--- config.mk ---
export PLATFORM = sky130hd
export DESIGN_NAME = systolic_buffer_reader_flat
export DESIGN_NICKNAME = d
export VERILOG_FILES = /design/src/rtl/systolic_buffer_reader_if.sv /design/src/rtl/systolic_buffer_reader.sv /design/src/flat_wrapper.sv
export SDC_FILE = /design/constraint.sdc
export NUM_CORES = 1
export LEC_CHECK = 0
export BUFFER_PORTS_ARGS = -buffer_cell sky130_fd_sc_hd__buf_2
export CORE_MARGIN = 2
export CORE_UTILIZATION = 35
export CTS_CLUSTER_SIZE = 20
export DETAILED_ROUTE_END_ITERATION = 12
export SETUP_SLACK_MARGIN = 0.1
export SLEW_MARGIN = 20
export SYNTH_ARGS = -nofsm -noshare
export SYNTH_HDL_FRONTEND = slang
export SYNTH_SLANG_ARGS = --single-unit
--- constraint.sdc ---
create_clock -name clk -period 12.1 [get_ports clk]
set_clock_uncertainty 0.1 [all_clocks]
set_input_delay 3.63 -clock clk [delete_from_list [all_inputs] [get_ports clk]]
set_output_delay 3.63 -clock clk [all_outputs]
set_load 0.02 [all_outputs]
--- src/rtl/systolic_buffer_reader_if.sv ---
// Operand-buffer read / array-feed bundle: master is systolic_buffer_reader, slave is its environment.
// SA_READER_PERF_EN adds the stall_cycles / ready_stalls counter outputs.
interface systolic_buffer_reader_if #(
  parameter int BAW = 10
);
  logic           array_start;
  logic [15:0]    m, n, p;
  logic [15:0]    a_global_counts, b_global_counts;
  logic           a_rd_en, b_rd_en;
  logic [BAW-1:0] a_rd_addr, b_rd_addr;
  logic           array_ready;
  logic           feed_valid, feed_first, feed_last;
  logic           tile_done, data_done;
`ifdef SA_READER_PERF_EN
  logic [31:0]    stall_cycles, ready_stalls;
`endif

  modport master (
    input  array_start, m, n, p, a_global_counts, b_global_counts, array_ready,
    output a_rd_en, b_rd_en, a_rd_addr, b_rd_addr, feed_valid, feed_first, feed_last,
           tile_done, data_done
`ifdef SA_READER_PERF_EN
           , stall_cycles, ready_stalls
`endif
  );

  modport slave (
    output array_start, m, n, p, a_global_counts, b_global_counts, array_ready,
    input  a_rd_en, b_rd_en, a_rd_addr, b_rd_addr, feed_valid, feed_first, feed_last,
           tile_done, data_done
`ifdef SA_READER_PERF_EN
           , stall_cycles, ready_stalls
`endif
  );
endinterface

--- src/rtl/systolic_buffer_reader.sv ---
// Tile-by-tile A/B buffer reader feeding the systolic array: rd_en 1 cycle after start, feed 1 cycle later.
// array_ready low holds up to 2 in-flight beats in a tag skid, then reads stall; SA_READER_PERF_EN adds counters.
module systolic_buffer_reader #(
  parameter int BUFFER_ADDRESS_WIDTH = 10,
  parameter int ARRAY_HEIGHT         = 4,
  parameter int ARRAY_WIDTH          = 4,
  parameter int DRAIN_CYCLES         = ARRAY_HEIGHT + ARRAY_WIDTH - 1
) (
  input  logic                     clk,
  input  logic                     reset_n,
  systolic_buffer_reader_if.master bus
);
  localparam int          AH_SH     = $clog2(ARRAY_HEIGHT);
  localparam int          AW_SH     = $clog2(ARRAY_WIDTH);
  localparam logic [31:0] DRAIN_LEN = DRAIN_CYCLES;

  typedef enum logic [1:0] {IDLE, STREAM, DRAIN, DONE} state_t;

  state_t      state;
  logic        array_start_q;
  logic [15:0] n_q, k_q;
  logic [16:0] mt_q, pt_q, ti_q, tj_q;
  logic        issued_all;
  logic [31:0] a_base, b_base, drain_cnt;
  logic [1:0]  sk_cnt, sk_first, sk_last;
  logic        tile_done_q, data_done_q;

  logic        start, zero_dim, issue, pop, new_first, new_last;
  logic [16:0] mt_full, pt_full;
  logic [31:0] a_idx, b_idx;

  assign start     = bus.array_start & ~array_start_q;
  assign zero_dim  = (bus.m == 16'd0) | (bus.n == 16'd0) | (bus.p == 16'd0);
  assign mt_full   = ({1'b0, bus.m} + 17'(ARRAY_HEIGHT - 1)) >> AH_SH;
  assign pt_full   = ({1'b0, bus.p} + 17'(ARRAY_WIDTH - 1)) >> AW_SH;
  assign a_idx     = a_base + {16'd0, k_q};
  assign b_idx     = b_base + {16'd0, k_q};
  assign new_first = (k_q == 16'd0);
  assign new_last  = (k_q == n_q - 16'd1);

  // Skid occupancy counts beats already issued, so the RAM never runs more than 2 beats ahead.
  assign issue = (state == STREAM) & ~issued_all & (sk_cnt < 2'd2) &
                 (a_idx < {16'd0, bus.a_global_counts}) &
                 (b_idx < {16'd0, bus.b_global_counts});
  assign pop   = (sk_cnt != 2'd0) & bus.array_ready;

  assign bus.a_rd_en    = issue;
  assign bus.b_rd_en    = issue;
  assign bus.a_rd_addr  = a_idx[BUFFER_ADDRESS_WIDTH-1:0];
  assign bus.b_rd_addr  = b_idx[BUFFER_ADDRESS_WIDTH-1:0];
  assign bus.feed_valid = (sk_cnt != 2'd0);
  assign bus.feed_first = bus.feed_valid & sk_first[0];
  assign bus.feed_last  = bus.feed_valid & sk_last[0];
  assign bus.tile_done  = tile_done_q;
  assign bus.data_done  = data_done_q;

  always_ff @(posedge clk or negedge reset_n) begin
    if (!reset_n) begin
      sk_cnt   <= 2'd0;
      sk_first <= 2'b00;
      sk_last  <= 2'b00;
    end else begin
      sk_cnt <= sk_cnt + {1'b0, issue} - {1'b0, pop};
      case ({issue, pop})
        2'b10: begin
          if (sk_cnt == 2'd0) begin
            sk_first[0] <= new_first;
            sk_last[0]  <= new_last;
          end else begin
            sk_first[1] <= new_first;
            sk_last[1]  <= new_last;
          end
        end
        2'b01: begin
          sk_first <= {1'b0, sk_first[1]};
          sk_last  <= {1'b0, sk_last[1]};
        end
        2'b11: begin
          sk_first <= {1'b0, new_first};
          sk_last  <= {1'b0, new_last};
        end
        default: ;
      endcase
    end
  end

  always_ff @(posedge clk or negedge reset_n) begin
    if (!reset_n) begin
      state         <= IDLE;
      array_start_q <= 1'b0;
      n_q           <= 16'd0;
      k_q           <= 16'd0;
      mt_q          <= 17'd0;
      pt_q          <= 17'd0;
      ti_q          <= 17'd0;
      tj_q          <= 17'd0;
      issued_all    <= 1'b0;
      a_base        <= 32'd0;
      b_base        <= 32'd0;
      drain_cnt     <= 32'd0;
      tile_done_q   <= 1'b0;
      data_done_q   <= 1'b0;
    end else begin
      array_start_q <= bus.array_start;
      tile_done_q   <= 1'b0;
      data_done_q   <= (state == DONE);
      case (state)
        IDLE: begin
          if (start) begin
            n_q        <= bus.n;
            mt_q       <= mt_full;
            pt_q       <= pt_full;
            ti_q       <= 17'd0;
            tj_q       <= 17'd0;
            k_q        <= 16'd0;
            issued_all <= 1'b0;
            a_base     <= 32'd0;
            b_base     <= 32'd0;
            state      <= zero_dim ? DONE : STREAM;
          end
        end
        STREAM: begin
          if (issue) begin
            if (new_last) issued_all <= 1'b1;
            else          k_q        <= k_q + 16'd1;
          end
          if (pop && sk_last[0]) begin
            drain_cnt <= 32'd0;
            state     <= DRAIN;
          end
        end
        DRAIN: begin
          // Tile order: j (B column tile) inner, i (A row tile) outer.
          if (drain_cnt + 32'd2 >= DRAIN_LEN) begin
            tile_done_q <= 1'b1;
            k_q         <= 16'd0;
            issued_all  <= 1'b0;
            if (tj_q == pt_q - 17'd1) begin
              tj_q   <= 17'd0;
              b_base <= 32'd0;
              if (ti_q == mt_q - 17'd1) begin
                state <= DONE;
              end else begin
                ti_q   <= ti_q + 17'd1;
                a_base <= a_base + {16'd0, n_q};
                state  <= STREAM;
              end
            end else begin
              tj_q   <= tj_q + 17'd1;
              b_base <= b_base + {16'd0, n_q};
              state  <= STREAM;
            end
          end else begin
            drain_cnt <= drain_cnt + 32'd1;
          end
        end
        DONE:    state <= IDLE;
        default: state <= IDLE;
      endcase
    end
  end

`ifdef SA_READER_PERF_EN
  logic [31:0] stall_q, ready_stall_q;

  assign bus.stall_cycles = stall_q;
  assign bus.ready_stalls = ready_stall_q;

  always_ff @(posedge clk or negedge reset_n) begin
    if (!reset_n) begin
      stall_q       <= 32'd0;
      ready_stall_q <= 32'd0;
    end else if ((state == IDLE) && start) begin
      stall_q       <= 32'd0;
      ready_stall_q <= 32'd0;
    end else begin
      if ((state == STREAM) && !issue && (stall_q != 32'hFFFF_FFFF))
        stall_q <= stall_q + 32'd1;
      if (bus.feed_valid && !bus.array_ready)
        ready_stall_q <= ready_stall_q + 32'd1;
    end
  end
`endif

`ifndef SYNTHESIS
  // Write-side counts may only grow while an operation is running.
  logic        busy_q;
  logic [15:0] a_cnt_q, b_cnt_q;
  logic        busy;

  assign busy = (state == STREAM) | (state == DRAIN);

  always_ff @(posedge clk or negedge reset_n) begin
    if (!reset_n) begin
      busy_q  <= 1'b0;
      a_cnt_q <= 16'd0;
      b_cnt_q <= 16'd0;
    end else begin
      busy_q  <= busy;
      a_cnt_q <= bus.a_global_counts;
      b_cnt_q <= bus.b_global_counts;
      if (busy && busy_q) begin
        assert (bus.a_global_counts >= a_cnt_q);
        assert (bus.b_global_counts >= b_cnt_q);
      end
    end
  end
`endif
endmodule
--- src/flat_wrapper.sv ---
// flat-port wrapper written by rule: the top's interface ports become plain ports
module systolic_buffer_reader_flat 
#(
  parameter int BUFFER_ADDRESS_WIDTH = 10,
  parameter int ARRAY_HEIGHT         = 4,
  parameter int ARRAY_WIDTH          = 4,
  parameter int DRAIN_CYCLES         = ARRAY_HEIGHT + ARRAY_WIDTH - 1
)
  (clk, reset_n, bus_array_start, bus_m, bus_n, bus_p, bus_a_global_counts, bus_b_global_counts, bus_array_ready, bus_a_rd_en, bus_b_rd_en, bus_a_rd_addr, bus_b_rd_addr, bus_feed_valid, bus_feed_first, bus_feed_last, bus_tile_done, bus_data_done);
  systolic_buffer_reader_if bus_i ();
  input  logic clk;
  input  logic reset_n;
  input wire logic [$bits(bus_i.array_start)-1:0] bus_array_start;
  input wire logic [$bits(bus_i.m)-1:0] bus_m;
  input wire logic [$bits(bus_i.n)-1:0] bus_n;
  input wire logic [$bits(bus_i.p)-1:0] bus_p;
  input wire logic [$bits(bus_i.a_global_counts)-1:0] bus_a_global_counts;
  input wire logic [$bits(bus_i.b_global_counts)-1:0] bus_b_global_counts;
  input wire logic [$bits(bus_i.array_ready)-1:0] bus_array_ready;
  output wire logic [$bits(bus_i.a_rd_en)-1:0] bus_a_rd_en;
  output wire logic [$bits(bus_i.b_rd_en)-1:0] bus_b_rd_en;
  output wire logic [$bits(bus_i.a_rd_addr)-1:0] bus_a_rd_addr;
  output wire logic [$bits(bus_i.b_rd_addr)-1:0] bus_b_rd_addr;
  output wire logic [$bits(bus_i.feed_valid)-1:0] bus_feed_valid;
  output wire logic [$bits(bus_i.feed_first)-1:0] bus_feed_first;
  output wire logic [$bits(bus_i.feed_last)-1:0] bus_feed_last;
  output wire logic [$bits(bus_i.tile_done)-1:0] bus_tile_done;
  output wire logic [$bits(bus_i.data_done)-1:0] bus_data_done;
  assign bus_i.array_start = bus_array_start;
  assign bus_i.m = bus_m;
  assign bus_i.n = bus_n;
  assign bus_i.p = bus_p;
  assign bus_i.a_global_counts = bus_a_global_counts;
  assign bus_i.b_global_counts = bus_b_global_counts;
  assign bus_i.array_ready = bus_array_ready;
  assign bus_a_rd_en = bus_i.a_rd_en;
  assign bus_b_rd_en = bus_i.b_rd_en;
  assign bus_a_rd_addr = bus_i.a_rd_addr;
  assign bus_b_rd_addr = bus_i.b_rd_addr;
  assign bus_feed_valid = bus_i.feed_valid;
  assign bus_feed_first = bus_i.feed_first;
  assign bus_feed_last = bus_i.feed_last;
  assign bus_tile_done = bus_i.tile_done;
  assign bus_data_done = bus_i.data_done;
  systolic_buffer_reader #(.BUFFER_ADDRESS_WIDTH(BUFFER_ADDRESS_WIDTH), .ARRAY_HEIGHT(ARRAY_HEIGHT), .ARRAY_WIDTH(ARRAY_WIDTH), .DRAIN_CYCLES(DRAIN_CYCLES)) u_core (.clk(clk), .reset_n(reset_n), .bus(bus_i));
endmodule
==> results.md, run 1 <==
- Status: completed
- Post-CTS setup buffer count: 0
- Drt initial violations: between 1k and 1.5k
- Part of the Yosys area used for sequential elements: 0.302
- TritonCTS clock tree: yes
- Pins Over Slew Limit: 0
- Layout cells sized above 1: 0.0943
- Synth Register Bits: 204
- Nets: 2343
- Top-area cell type share of the netlist area: 0.302
- Worst VDD drop: 0.000111 V
- DRC Markers: 0
- Multi-input logic area: ~11000 µm²
- Grt ovf: 0
- Crit-path max cell delay: between 500 and 600 ps
- WHS Path Cells: 2
- Avg WL per Cell: 19.8 µm
- Mean Syn Cell Area: 8.08 µm²
- I/O pin cnt: 111
- Syn_nets: 2289
- PwrDens: 164 nW/µm²
- CTS Sinks: 204
- Core area: between 40000 and 50000 µm²
- Worst Tran Pin Value: ~1100 ps
- Critical Path AT: slightly above 7000 ps
- Area grow syn2layout: 11.4%
- R2R depth: 21
- Critical path class: in2out
- Worst R2R Setup Slack: 4690 ps
- Max cap viols: 0
- CP bufs+invs: 3
- Synth Warn #: 0
- Die X-Extent: between 200 and 250 µm
- Post-synth top flop: dfrtp_1
- WP data required: 8370 ps
- Router iterations before antenna repair: 6
- Post-route ant nets: 0
- Final wirelength: 54900 µm
- Period utilization: 0.897
- Clock root buffer: clkbuf_16
- Crit. End Element: primary output
- DP HPWL: 42400 µm
- RePlAce Congestion: 0.939
- Number of port buffers: 110
- Die Y: 224 µm
- Main area contributors after synthesis: dfrtp_1, ha_1, nand2_1, xnor2_1, o21ai_0
- Rows: 80
- Syn Inst Count: between 2k and 2.5k
- Critical path startpoint category: primary input
- Largest area contributor in the synthesized netlist: dfrtp_1
- GRT Total Usage: 0.217
- Final Hold Vio Count: 0
- Setup violations, final: 0
- Fin crit period: 10850 ps
- TNS Setup: 0 ps
- Clock transition at path regs: around 60 ps
- Die ar.: ~50000 µm²
- Crit-path cells: buf_2, inv_1, ha_1, a211o_1, a211oi_1, o21ai_0, o211ai_1, nand3_1, nor4_1, nand2_1, or4_1, nor4_1, nand4_1, nor2_1, buf_2
- CP Max Fanout: 4
- Slew HR: 0.274
- Reg2reg end: u_core.k_q[11]
- Filler Cells Inserted: 4825
- Vias: 16.1k
- Max Fclk: about 90 MHz
- Largest net degree at the start of global routing: 81
- Resized cells post-CTS: 0
- Num CTS Buffers: 26
- Vias in the first global route: 15.2k
- Clk_lat worst skew: 550 ps
- CTS H-Tree Depth: 1
- Netlist cell types: between 90 and 100
- Syn Std Cell Area: ~17000 µm²
- Register area: 5100 µm²
- Critical path's slowest cell: nor2_1
- Cts hold-fix bufs: 0
- Tot Pwr: 3100 µW
- Global-route wire length before repair: between 80000 and 90000 µm
- Initial antenna violation count: 3
- Clock Tree Buf Depth: 3
- Synth async-reset ratio: 1.00
- Worst Hold Path EP: u_core.sk_first[1]
- Post-synth EDFFs: 0
- Vias per cell: approximately 5.8
- Placed inst area: 17900 µm²
- Min-delay worst type: reg2reg
- RSZ-0062 raised after global routing: no
- Delay-heaviest family, CP: simple AND/OR/NAND/NOR gates
- Crit Reg-Reg Startpoint: u_core.k_q[2]
- Hold Crit Start: u_core.sk_first[1]
- Starting density of the core: 0.354
- Pleak: 0.00860 µW
- Finished Cell Area: approximately 19000 µm²
## kinds of logic after synthesis
kind of cell	count (synthesis)	synth area share
muxes	27	0.0167
buffers and inverters	168	0.0408
DFF	204	0.302
xor gates and xnor gates	176	0.0912
and+or+nand+nor	891	0.265
AOI/OAI and AO/OA	511	0.198
adders and majority gates	114	0.0862
## cells in the mapped netlist, types with 8 or more instances
library cell / instances
o22ai_1: 9
or4_1: 10
a21o_1: 41
and2_1: 23
nor2b_1: 17
a2111oi_0: 8
inv_1: 74
a211oi_1: 10
nor2_1: 172
xnor2_1: 97
o21ai_0: 153
clkbuf_1: 63
buf_2: 21
o31ai_1: 34
or3_1: 22
dfrtp_1: 204
a31oi_1: 24
nand2b_1: 26
a211o_1: 8
nor3_1: 57
mux2i_1: 18
o21a_1: 23
o211ai_1: 12
a22oi_1: 8
a21oi_1: 91
xor2_1: 79
nand3_1: 75
o21bai_1: 14
ha_1: 110
nand2_1: 259
mux2_2: 9
a22o_1: 14
and4_1: 10
or2_2: 9
and3_1: 45
nor4_1: 45
nand4_1: 79
## stage by stage
stage / setup slack [ps] / utilization / hold slack (ps) / instances
5_1_grt: 939 / 0.394 / 416 / 2780
6_report: 1250 / 0.394 / 389 / 2781
2_1_floorplan: 1930 / - / 349 / 2091
3_5_place_dp: 1140 / 0.375 / 376 / 2732
3_3_place_gp: 1150 / 0.375 / 372 / 2732
4_1_cts: 1140 / 0.394 / 389 / 2779
## tightest hold or removal path, delay by kind of cell, from the launching register on
kind	cells	cell delay (ps)
compound gates	1	60
flops	1	340
simple gates	1	60
## worst max path at each step
stage	from	endpoint	slack [ps]	depth (start not counted)
3_5_place_dp	bus_b_global_counts[9]	bus_a_rd_en	1140	15
3_3_place_gp	bus_b_global_counts[9]	bus_a_rd_en	1150	15
5_1_grt	bus_b_global_counts[9]	bus_b_rd_en	940	15
4_1_cts	bus_b_global_counts[9]	bus_a_rd_en	1140	15
2_1_floorplan	bus_b_global_counts[9]	bus_b_rd_en	1930	14
6_report	bus_b_global_counts[9]	bus_a_rd_en	1250	15
## cells in the final DEF (no fill, tap or decap), types with 27 or more instances in the layout
cell / Yosys / layout
nand2_1: 259 / 258
dfrtp_1: 204 / 204
nor2_1: 172 / 172
o21ai_0: 153 / 152
ha_1: 110 / 110
buf_2: 21 / 109
xnor2_1: 97 / 97
a21oi_1: 91 / 91
xor2_1: 79 / 79
nand4_1: 79 / 79
nand3_1: 75 / 75
inv_1: 74 / 74
nor3_1: 57 / 55
and3_1: 45 / 45
nor4_1: 45 / 45
a21o_1: 41 / 41
o31ai_1: 34 / 34
clkbuf_16: 0 / 27
## state kept, by name, summed over array words and instances, names as in the netlist
signal and count:
u_core.a_base 32, u_core.array_start_q 1, u_core.b_base 32, u_core.bus.data_done 1
u_core.bus.tile_done 1, u_core.drain_cnt 32, u_core.issued_all 1, u_core.k_q 16
u_core.mt_q 15, u_core.n_q 16, u_core.pt_q 15, u_core.sk_cnt 2
u_core.sk_first 2, u_core.sk_last 2, u_core.state 2, u_core.ti_q 17
u_core.tj_q 17
## power by group
| group | internal (µW) | total [µW] | switching, µW |
|---|---|---|---|
| registers | 800 | 1020 | 216 |
| clock network | 521 | 830 | 309 |
| logic | 499 | 1250 | 751 |
## cell type report
type	instances	area share
Clock buffer	37	0.0405
Clock inverter	10	0.00798
Sequential cell	204	0.271
Antenna cell	2	0.000266
Inverter	75	0.0150
Multi-Input combinational cell	1719	0.591
Tap cell	615	0.0409
Timing Repair Buffer	119	0.0335
## metal layers
layer / up-vias / part of all wire / track usage
met1: 7861 / 0.48 / 0.315
met4: 2 / 0.021 / 0.0525
li1: 7730 / - / -
met5: - / 0.00020 / 0
met2: 452 / 0.44 / 0.342
met3: 65 / 0.058 / 0.0286
(Power assumes the default switching activity.)
==> run 2: changes to the inputs <==
BUFFER_PORTS_ARGS = not set   (was -buffer_cell sky130_fd_sc_hd__buf_2)
DONT_BUFFER_PORTS = 1   (was not set)
==> results.md, run 2 (synthesized netlist as in run 1, its figures left out) <==
- Period utilization: 0.870 (-0.0270)
- Core area: 47700 µm² (unchanged)
- Critical Path AT: 6800 ps (-320 ps)
- Clock transition at path regs: 60 ps (about the same)
- Die Y: 224 µm (unchanged)
- Final wirelength: 54300 µm (-1.1%)
- Nets: 2233 (-4.7%)
- Worst hold slack: 386 ps (-3.35 ps)
- Vias per cell: 5.85 (+1.0%)
- Leading registers by flop count: u_core.a_base (32), u_core.b_base (32), u_core.drain_cnt (32)
- Num CTS Buffers: 26 (unchanged)
- Critical path startpoint category: primary input
- I/O pin cnt: 111 (unchanged)
- Number of port buffers: 0 (-100%)
- Die ar.: 50100 µm² (unchanged)
- Die X-Extent: 224 µm (unchanged)
- Worst VDD drop: 0.000120 V (+7.5%)
- Critical path class: in2out
- Vias: 15.6k (-3.1%)
- Resized cells post-CTS: 0 (unchanged)
- Final Hold Vio Count: 0 (unchanged)
- DP HPWL: 41500 µm (-2.1%)
- Initial antenna violation count: 2 (-1)
- GRT Total Usage: 0.215 (-0.00266)
- Router iterations before antenna repair: 8 (+2)
- Rows: 80 (unchanged)
- Clock root buffer: clkbuf_16
- RSZ-0062 raised after global routing: no
- Cts hold-fix bufs: 0 (unchanged)
- Antenna Diode Count: 0 (-2)
- CTS H-Tree Depth: 1 (unchanged)
- CP Max Fanout: 4 (unchanged)
- Pins Over Slew Limit: 0 (unchanged)
- Filler Cells Inserted: 4876 (+1.1%)
- CTS Sinks: 204 (unchanged)
- Pleak: 0.00810 µW (-5.8%)
- PwrDens: 164 nW/µm² (-0.26%)
- Layout cells sized above 1: 0.0453 (-0.0490)
- Hold Crit Start: u_core.sk_first[1]
- Max cap viols: 0 (unchanged)
- Clk_lat worst skew: 580 ps (+30 ps)
- Multi-input logic area: 11100 µm² (unchanged)
- Grt ovf: 0 (unchanged)
- Drt initial violations: 1295 (-6.4%)
- Post-route ant nets: 0 (unchanged)
- Vias in the first global route: 14.8k (-2.6%)
- RePlAce Congestion: 0.947 (+0.83%)
- Starting density of the core: 0.354 (unchanged)
- Avg WL per Cell: 20.4 µm (+3.0%)
- Slew HR: 0.247 (-0.0271)
- Most common cell after layout, fill and taps aside: nand2_1
- Worst Tran Pin Value: 1100 ps (+39.6 ps)
- Setup violations, final: 0 (unchanged)
- Fin crit period: 10530 ps (-327 ps)
- Crit Reg-Reg Startpoint: u_core.k_q[2]
- Post-CTS setup buffer count: 0 (unchanged)
- Area grow syn2layout: 7.80%
- DRC Markers: 0 (unchanged)
- Clock Tree Buf Depth: 3 (unchanged)
- Min-delay worst type: reg2reg
- CP Launch Point: bus_b_global_counts[9]
- Status: completed
- TritonCTS clock tree: yes
- Max Fclk: 95.0 MHz (+3.1%)
- WP data required: 8370 ps (about the same)
- Largest net degree at the start of global routing: 205 (+150%)
- Register area: 5100 µm² (unchanged)
- Most frequent cells in the layout: nand2_1, dfrtp_1, nor2_1, o21ai_0, ha_1
- Global-route wire length before repair: 85600 µm (-1.5%)
- TNS Setup: 0 ps (unchanged)
- Crit. End Element: primary output
run 2: final timing paths:
kind | to | slack (ps) | depth (start not counted)
max reg2reg | u_core.k_q[11] | 4990 | 21
max | bus_b_rd_en | 1570 | 14
max in group asynchronous | u_core.a_base[21] | 8790 | 0
min | u_core.sk_first[1] | 390 | 2
min in group asynchronous | u_core.n_q[1] | 2670 | 0
min reg2reg | u_core.sk_first[1] | 390 | 2
run 2: area by class of cell:
cell class	count	area share
inverter	75	0.0155
clock buffer	39	0.0428
sequential	204	0.280
timing repair buffer	9	0.00371
multi-input combinational	1719	0.610
clock inverter	7	0.00529
tap	615	0.0422
run 2: stage by stage:
stage | power (µW) | std cells | cell area, µm² | util | worst slack (ps)
6_report | 2990 | 2668 | 18200 | 0.382 | 1570
5_1_grt | 3200 | 2668 | 18200 | 0.382 | 1340
4_1_cts | 3000 | 2668 | 18200 | 0.382 | 1610
3_5_place_dp | 2200 | 2622 | 17300 | 0.363 | 1630
3_3_place_gp | 2170 | 2622 | 17300 | 0.363 | 1530
2_1_floorplan | 1890 | 2091 | 16900 | - | 1930
run 2: worst max-delay path: stages:
cell	delay, ps
inv_1	20
ha_1	290
a211o_1	310
a211oi_1	200
o21ai_0	130
o211ai_1	190
nand3_1	110
nor4_1	290
nand2_1	90
or4_1	490
nor4_1	360
nand4_1	220
nor2_1	190
buf_4	240
run 2: per-layer routing:
layer / GRT usage / vias up / part of all wire
met4: 0.0505 / 0 / 0.022
li1: - / 7532 / -
met3: 0.0399 / 77 / 0.073
met1: 0.311 / 7544 / 0.47
met5: 0 / - / 0
met2: 0.330 / 464 / 0.43
run 2: report_power, final:
group	switching, µW	internal (µW)	total (µW)	leakage (µW)
registers	223	800	1020	0.00275
logic	710	468	1180	0.00492
clock network	321	467	788	0.000430
